`src/rtl/vga_frame_monitor.sv`:
```
// Measures line length, lines per frame and lit-pixel statistics of a captured
// VGA stream, and exposes them through a small memory-mapped register bank.
module vga_frame_monitor (
  input  logic        clk,
  input  logic        rst_n,
  input  logic [7:0]  vga_in,
  input  logic [5:0]  address,
  input  logic [31:0] data_in,
  input  logic [1:0]  data_write_n,
  input  logic [1:0]  data_read_n,
  output logic [31:0] data_out,
  output logic        data_ready,
  output logic        user_interrupt
);

  typedef enum logic [1:0] {IDLE = 2'd0, ARM = 2'd1, RUN = 2'd2} state_t;

  state_t      state_q, state_d;
  logic [7:0]  ctrl_q, ctrl_d;
  logic [1:0]  status_q, status_d;
  logic [15:0] htotal_q, htotal_d;
  logic [11:0] vtotal_q, vtotal_d;
  logic [19:0] lit_q, lit_d;
  logic [23:0] sum_q, sum_d;
  logic [7:0]  frames_q, frames_d;
  logic [15:0] clk_cnt_q, clk_cnt_d;
  logic [11:0] line_cnt_q, line_cnt_d;
  logic [19:0] lit_cnt_q, lit_cnt_d;
  logic [23:0] sum_acc_q, sum_acc_d;
  logic        vs_prev_q, vs_prev_d;
  logic        hs_prev_q, hs_prev_d;

  logic        wr_s, vs_act_s, hs_act_s, v_edge_s, h_edge_s, pix_lit_s, running_s;
  logic        frame_set_s, sat_set_s;
  logic [1:0]  status_keep_s;
  logic [15:0] clk_inc_s;
  logic        unused_s;

  assign unused_s  = ^{data_read_n, data_in[31:8]};
  assign wr_s      = (data_write_n != 2'b11);
  // A sync is active when its level matches the programmed polarity.
  assign vs_act_s  = (vga_in[7] == ctrl_q[1]);
  assign hs_act_s  = (vga_in[6] == ctrl_q[1]);
  assign v_edge_s  = vs_act_s & (vs_prev_q != ctrl_q[1]);
  assign h_edge_s  = hs_act_s & (hs_prev_q != ctrl_q[1]);
  assign pix_lit_s = ~vs_act_s & ~hs_act_s & (vga_in[5:0] != 6'd0);
  assign running_s = (state_q == RUN);
  assign clk_inc_s = (clk_cnt_q == 16'hFFFF) ? 16'hFFFF : (clk_cnt_q + 16'd1);
  assign frame_set_s   = running_s & v_edge_s;
  assign status_keep_s = (wr_s && (address == 6'h04)) ? 2'b00 : status_q;

  // Next-state logic for the capture FSM.
  always_comb begin
    state_d = state_q;
    case (state_q)
      IDLE: begin
        if (ctrl_q[0]) state_d = ARM;
        else           state_d = IDLE;
      end
      ARM: begin
        if (!ctrl_q[0])    state_d = IDLE;
        else if (v_edge_s) state_d = RUN;
        else               state_d = ARM;
      end
      RUN: begin
        if (!ctrl_q[0]) state_d = IDLE;
        else            state_d = RUN;
      end
      default: state_d = IDLE;
    endcase
  end

  // Register-bank updates, frame latching and working counters.
  always_comb begin
    vs_prev_d = vga_in[7];
    hs_prev_d = vga_in[6];
    if (wr_s && (address == 6'h00)) ctrl_d = data_in[7:0];
    else                            ctrl_d = ctrl_q;
    if (running_s && h_edge_s) htotal_d = clk_inc_s;
    else                       htotal_d = htotal_q;
    if (frame_set_s) begin
      vtotal_d = line_cnt_q + {11'd0, h_edge_s};
      lit_d    = lit_cnt_q;
      sum_d    = sum_acc_q;
      frames_d = frames_q + 8'd1;
    end else begin
      vtotal_d = vtotal_q;
      lit_d    = lit_q;
      sum_d    = sum_q;
      frames_d = frames_q;
    end
    // Counters only live while RUN persists; entering or leaving RUN zeroes them.
    if (!running_s || (state_d != RUN)) begin
      clk_cnt_d  = 16'd0;
      line_cnt_d = 12'd0;
      lit_cnt_d  = 20'd0;
      sum_acc_d  = 24'd0;
    end else begin
      clk_cnt_d = h_edge_s ? 16'd0 : clk_inc_s;
      if (v_edge_s) begin
        line_cnt_d = 12'd0;
        lit_cnt_d  = 20'd0;
        sum_acc_d  = 24'd0;
      end else begin
        line_cnt_d = h_edge_s ? (line_cnt_q + 12'd1) : line_cnt_q;
        lit_cnt_d  = pix_lit_s ? (lit_cnt_q + 20'd1) : lit_cnt_q;
        sum_acc_d  = pix_lit_s ? (sum_acc_q + {18'd0, vga_in[5:0]}) : sum_acc_q;
      end
    end
    sat_set_s = (clk_cnt_d == 16'hFFFF);
    status_d  = status_keep_s | {sat_set_s, frame_set_s};
  end

  // Combinational read mux.
  always_comb begin
    data_out = 32'd0;
    case (address)
      6'h00:   data_out = {24'd0, ctrl_q};
      6'h04:   data_out = {30'd0, status_q};
      6'h08:   data_out = {16'd0, htotal_q};
      6'h0C:   data_out = {20'd0, vtotal_q};
      6'h10:   data_out = {12'd0, lit_q};
      6'h14:   data_out = {8'd0, sum_q};
      6'h18:   data_out = {24'd0, frames_q};
      default: data_out = 32'd0;
    endcase
  end

  assign data_ready     = 1'b1;
  assign user_interrupt = status_q[0] & ctrl_q[2];

  // State register with synchronous active-low reset.
  always_ff @(posedge clk) begin
    if (!rst_n) begin
      state_q    <= IDLE;
      ctrl_q     <= 8'd0;
      status_q   <= 2'd0;
      htotal_q   <= 16'd0;
      vtotal_q   <= 12'd0;
      lit_q      <= 20'd0;
      sum_q      <= 24'd0;
      frames_q   <= 8'd0;
      clk_cnt_q  <= 16'd0;
      line_cnt_q <= 12'd0;
      lit_cnt_q  <= 20'd0;
      sum_acc_q  <= 24'd0;
      vs_prev_q  <= 1'b0;
      hs_prev_q  <= 1'b0;
    end else begin
      state_q    <= state_d;
      ctrl_q     <= ctrl_d;
      status_q   <= status_d;
      htotal_q   <= htotal_d;
      vtotal_q   <= vtotal_d;
      lit_q      <= lit_d;
      sum_q      <= sum_d;
      frames_q   <= frames_d;
      clk_cnt_q  <= clk_cnt_d;
      line_cnt_q <= line_cnt_d;
      lit_cnt_q  <= lit_cnt_d;
      sum_acc_q  <= sum_acc_d;
      vs_prev_q  <= vs_prev_d;
      hs_prev_q  <= hs_prev_d;
    end
  end

endmodule

```
`config.mk`:
```
export PLATFORM = sky130hd
export DESIGN_NAME = vga_frame_monitor
export DESIGN_NICKNAME = d
export VERILOG_FILES = /design/src/rtl/vga_frame_monitor.sv
export SDC_FILE = /design/constraint.sdc
export NUM_CORES = 1
export LEC_CHECK = 0
export ABC_AREA = 1
export CAP_MARGIN = 20
export CORE_ASPECT_RATIO = 1.1
export CORE_MARGIN = 5
export CORE_UTILIZATION = 50
export CTS_CLUSTER_DIAMETER = 200
export DETAILED_ROUTE_END_ITERATION = 8
export PLACE_DENSITY = 0.75
export SLEW_MARGIN = 25
export SYNTH_ARGS = -nofsm -noshare
export SYNTH_HDL_FRONTEND = slang
export SYNTH_SLANG_ARGS = --single-unit
```
`constraint.sdc`:
```
create_clock -name clk -period 1.6 [get_ports clk]
set_input_delay 0.32 -clock clk [delete_from_list [all_inputs] [get_ports clk]]
set_output_delay 0.32 -clock clk [all_outputs]
set_load 0.01 [all_outputs]
```
==> results_dict.tcl, run 1 <==
set metrics [dict create \
    cap_violations 0 \
    setup_slack_ns -0.6158 \
    grt_setup_unrepaired "true" \
    ys_seq_area_share_pct 40.93 \
    outcome "finished, violations left" \
    grt_use_met3_pct 4.797 \
    cts_root_buf "clkbuf_16" \
    syn_area_um2 8119 \
    die_w_um 131.5 \
    antenna_found_initial 0 \
    grt_max_degree 81 \
    combPwrFrac_pct 5.5 \
    arrival_ns 2.62 \
    grtUsageMet2_pct 50.35 \
    crit_path_end_kind "flip-flop" \
    cts_max_level 4 \
    p_int_uw 7076 \
    core.rowCount 48 \
    period_minus_slack_ns 2.216 \
    critPathLaunchType "flip-flop" \
    boundaryPins 86 \
    relSlewSlack_pct 65.04 \
    finalCritPeriodShare_pct 138.5 \
    async_flop_share_pct 0 \
    holdWs_ns 0.3525 \
    clkTransAtPathRegs_ns 0.07 \
    grt_pass1_wl_um 42950 \
    grt_pass1_vias 8875 \
    diodes 0 \
    finalPower_uw 9310 \
    final_area_um2 13230 \
    yosysUniqueCellTypes 53 \
    n_fill_cell 714 \
    wl_per_cell_um 26.10 \
    wirelength_um 42170 \
    critical_path_class "flip-flop to flip-flop" \
    port_buffers 50 \
    p_clk_share_pct 50.2 \
    maxSlewViolCount 0 \
    swShare_pct 23.99 \
    layout.nets 1468 \
    grt_usage_pct 27.89 \
    antenna_left 0 \
    final_hold_viol_count 0 \
    layout-drive-gt1-share_pct 44.28 \
    cts_tree "done" \
    setup_viol 160 \
    clk_latency_ns 0.47 \
    drc_errors 4 \
    gp_congestion 0.9152 \
    cp_max_fo 9 \
    numCtsBuffers 17 \
    viasPerCell 6.640 \
    ys.flop_type "dfxtp_1" \
    syn2layout_area_growth_pct 62.89 \
    cp_top_family "simple AND/OR/NAND/NOR gates" \
    crit_chain "inv_1 -> nor2_2 -> nand2_1 -> nor2_4 -> buf_4 -> nand3_1 -> nor2_1 -> nand3_1 -> a21oi_2" \
    max_freq_ghz 0.4513 \
    fin_skew_ns 0.01346 \
    synth.avg_cell_area_um2 7.048 \
    drt-pass1-iter-count 9 \
    max-vdd-ir-drop_mv 0.8180 \
    die-area_um2 18890 \
    ys_ff_latch 166 \
    worst_pin_slew_ns 0.5238 \
    crit_required_ns 2.00 \
    ys_warn_count 0 \
    design.core.area_um2 15860 \
    vias 10730 \
    drtIter0Drc 1680 \
    top_usage_layer "met2" \
    overflow 0 \
    switchingPower_uw 2234 \
    p_per_area_nw_per_um2 704.0 \
    placed_area_um2 9877 \
    syn_inst 1152 \
    violations "design-rule violations, negative setup slack" \
    synth_edf_count 0 \
    cts.sinks 166 \
    leakage_uw 0.005335 \
    worstHoldPathType "primary input to flip-flop" \
    dp_hpwl_um 16640 \
    path_buf_inv 2 \
    crit_slowest_cell "dfxtp_1" \
    met1_usage_pct 30.94 \
    pwr-share-seq_pct 44.4 \
    cp_common_cell "nand3_1" \
    clockBufferDepth 2 \
    start_util_pct 51.21 \
    timing.setup.tns_ns -25.05 \
    die_h_um 143.7 \
    critPathMaxStageDelay_ns 0.33 \
]
==> tightest hold or removal path, cell delays in order <==
cell and delay (ns):
dlygate4sd2_1 0.30, nand2_1 0.10, inv_1 0.04
==> Yosys cell counts, drive strengths merged, types with 2 or more instances <==
library cell	instances	share of area, %
xor2	10	1.1
a21oi	90	5.6
o2111a	3	0.42
clkbuf	20	0.92
a31oi	4	0.31
nor4	5	0.46
nor3b	2	0.18
a211oi	3	0.28
o211ai	5	0.46
inv	131	6.1
o21a	2	0.18
a22oi	19	1.8
nor2	178	8.8
buf	33	2.5
dfxtp	166	41
ha	12	1.8
o21ai	126	7.8
nor3	28	1.9
or2	2	0.15
a22o	4	0.43
o21bai	2	0.18
xnor2	9	0.97
a21boi	2	0.18
nand3b	3	0.32
conb	2	0.092
nand3	65	4.2
nand2	196	9.4
o22ai	2	0.15
nand4	19	1.5
==> path summary, 6_finish.rpt <==
path / from / end / slack (ns) / cells after the start
worst max-delay path: state_q[1] / status_q[1] / -0.62 / 9
worst min-delay path: vga_in[7] / vs_prev_q / 0.35 / 3
worst max register to register: state_q[1] / status_q[1] / -0.62 / 9
worst min register to register: sum_q[20] / sum_q[20] / 0.45 / 2
==> cell usage in the layout (no fill, tap or decap), drive strengths merged, types with 2 or more instances in the layout <==
| cell | instances |
|---|---|
| a211oi | 3 |
| a21boi | 2 |
| a21oi | 90 |
| a22o | 4 |
| a22oi | 19 |
| a31oi | 4 |
| buf | 245 |
| bufinv | 4 |
| clkbuf | 30 |
| clkdlybuf4s50 | 10 |
| clkinv | 10 |
| conb | 9 |
| dfxtp | 166 |
| dlygate4sd2 | 8 |
| ha | 12 |
| inv | 132 |
| nand2 | 197 |
| nand3 | 65 |
| nand3b | 3 |
| nand4 | 19 |
| nor2 | 178 |
| nor3 | 28 |
| nor3b | 2 |
| nor4 | 5 |
| o2111a | 3 |
| o211ai | 5 |
| o21a | 2 |
| o21ai | 126 |
| o21bai | 2 |
| o22ai | 2 |
| or2 | 2 |
| xnor2 | 9 |
| xor2 | 10 |
==> stage by stage <==
stage	utilization [%]	setup slack (ns)	cells
finish	83.41	-0.6158	1616
detailed placement	62.29	-1.083	1507
floorplan	-	-0.02119	1159
CTS	72.62	-0.2195	1576
global route	83.41	-0.6441	1616
global placement	62.29	-1.027	1507
==> final cells by class <==
class	instances	area [um2]	area share, %
Clock inverter	12	173.9	1.315
Clock buffer	20	466.7	3.529
Tap cell	200	250.2	1.892
Timing Repair inverter	3	33.78	0.2554
Sequential cell	166	3353	25.35
Multi-Input combinational cell	809	5639	42.64
Inverter	132	548.0	4.144
Timing Repair Buffer	274	2760	20.87
==> what timing repair did <==
action,4_1_cts,5_1_grt
setup endpoints to repair,131,156
hold buffers,0,0
gates resized for setup,367,360
setup buffers,31,33
pin swaps,54,91
gates cloned,8,15
hold endpoints to repair,0,0
==> power groups by stage <==
stage	sequential [uW]	clock [uW]	combinational (uW)
finish	4130	4670	508
global route	4130	4770	524
CTS	4140	4450	377
detailed placement	4230	0	320
global placement	4230	0	317
floorplan	4230	0	154
==> layer usage <==
metal | part of all wire [%] | routed length (um)
met1 | 33 | 13900
met2 | 44 | 18460
met3 | 12 | 5210
met4 | 11 | 4602
met5 | 0 | 0
==> registers in the layout, indices dropped and copies added (netlist names) <==
| signal | cells |
|---|---|
| sum_acc_q | 24 |
| sum_q | 24 |
| lit_cnt_q | 20 |
| lit_q | 20 |
| clk_cnt_q | 16 |
| htotal_q | 16 |
| line_cnt_q | 12 |
| vtotal_q | 12 |
| ctrl_q | 8 |
| frames_q | 8 |
| state_q | 2 |
| status_q | 2 |
| hs_prev_q | 1 |
| vs_prev_q | 1 |
==> cells by family after synthesis <==
| logic type | share of synthesized area [%] |
|---|---|
| AO/OA/AOI/OAI | 18.43 |
| XOR/XNOR | 2.050 |
| adder cells (fa/ha/maj) | 2.096 |
| other | 0.09250 |
| flip-flops | 40.93 |
| buffers and inverters | 9.508 |
| AND/OR/NAND/NOR | 26.89 |
Note: power is estimated with default switching activity, not from simulation.
==> run 2: changes to the inputs <==
--- a/config.mk
+++ b/config.mk
@@ -13,7 +13,7 @@
 export CTS_CLUSTER_DIAMETER = 200
 export DETAILED_ROUTE_END_ITERATION = 8
 export PLACE_DENSITY = 0.75
-export SLEW_MARGIN = 25
+export SLEW_MARGIN = 20
 export SYNTH_ARGS = -nofsm -noshare
 export SYNTH_HDL_FRONTEND = slang
 export SYNTH_SLANG_ARGS = --single-unit
==> results of run 2 <==
Same layout as run 1: the final DEF is identical, and so are final timing and power.
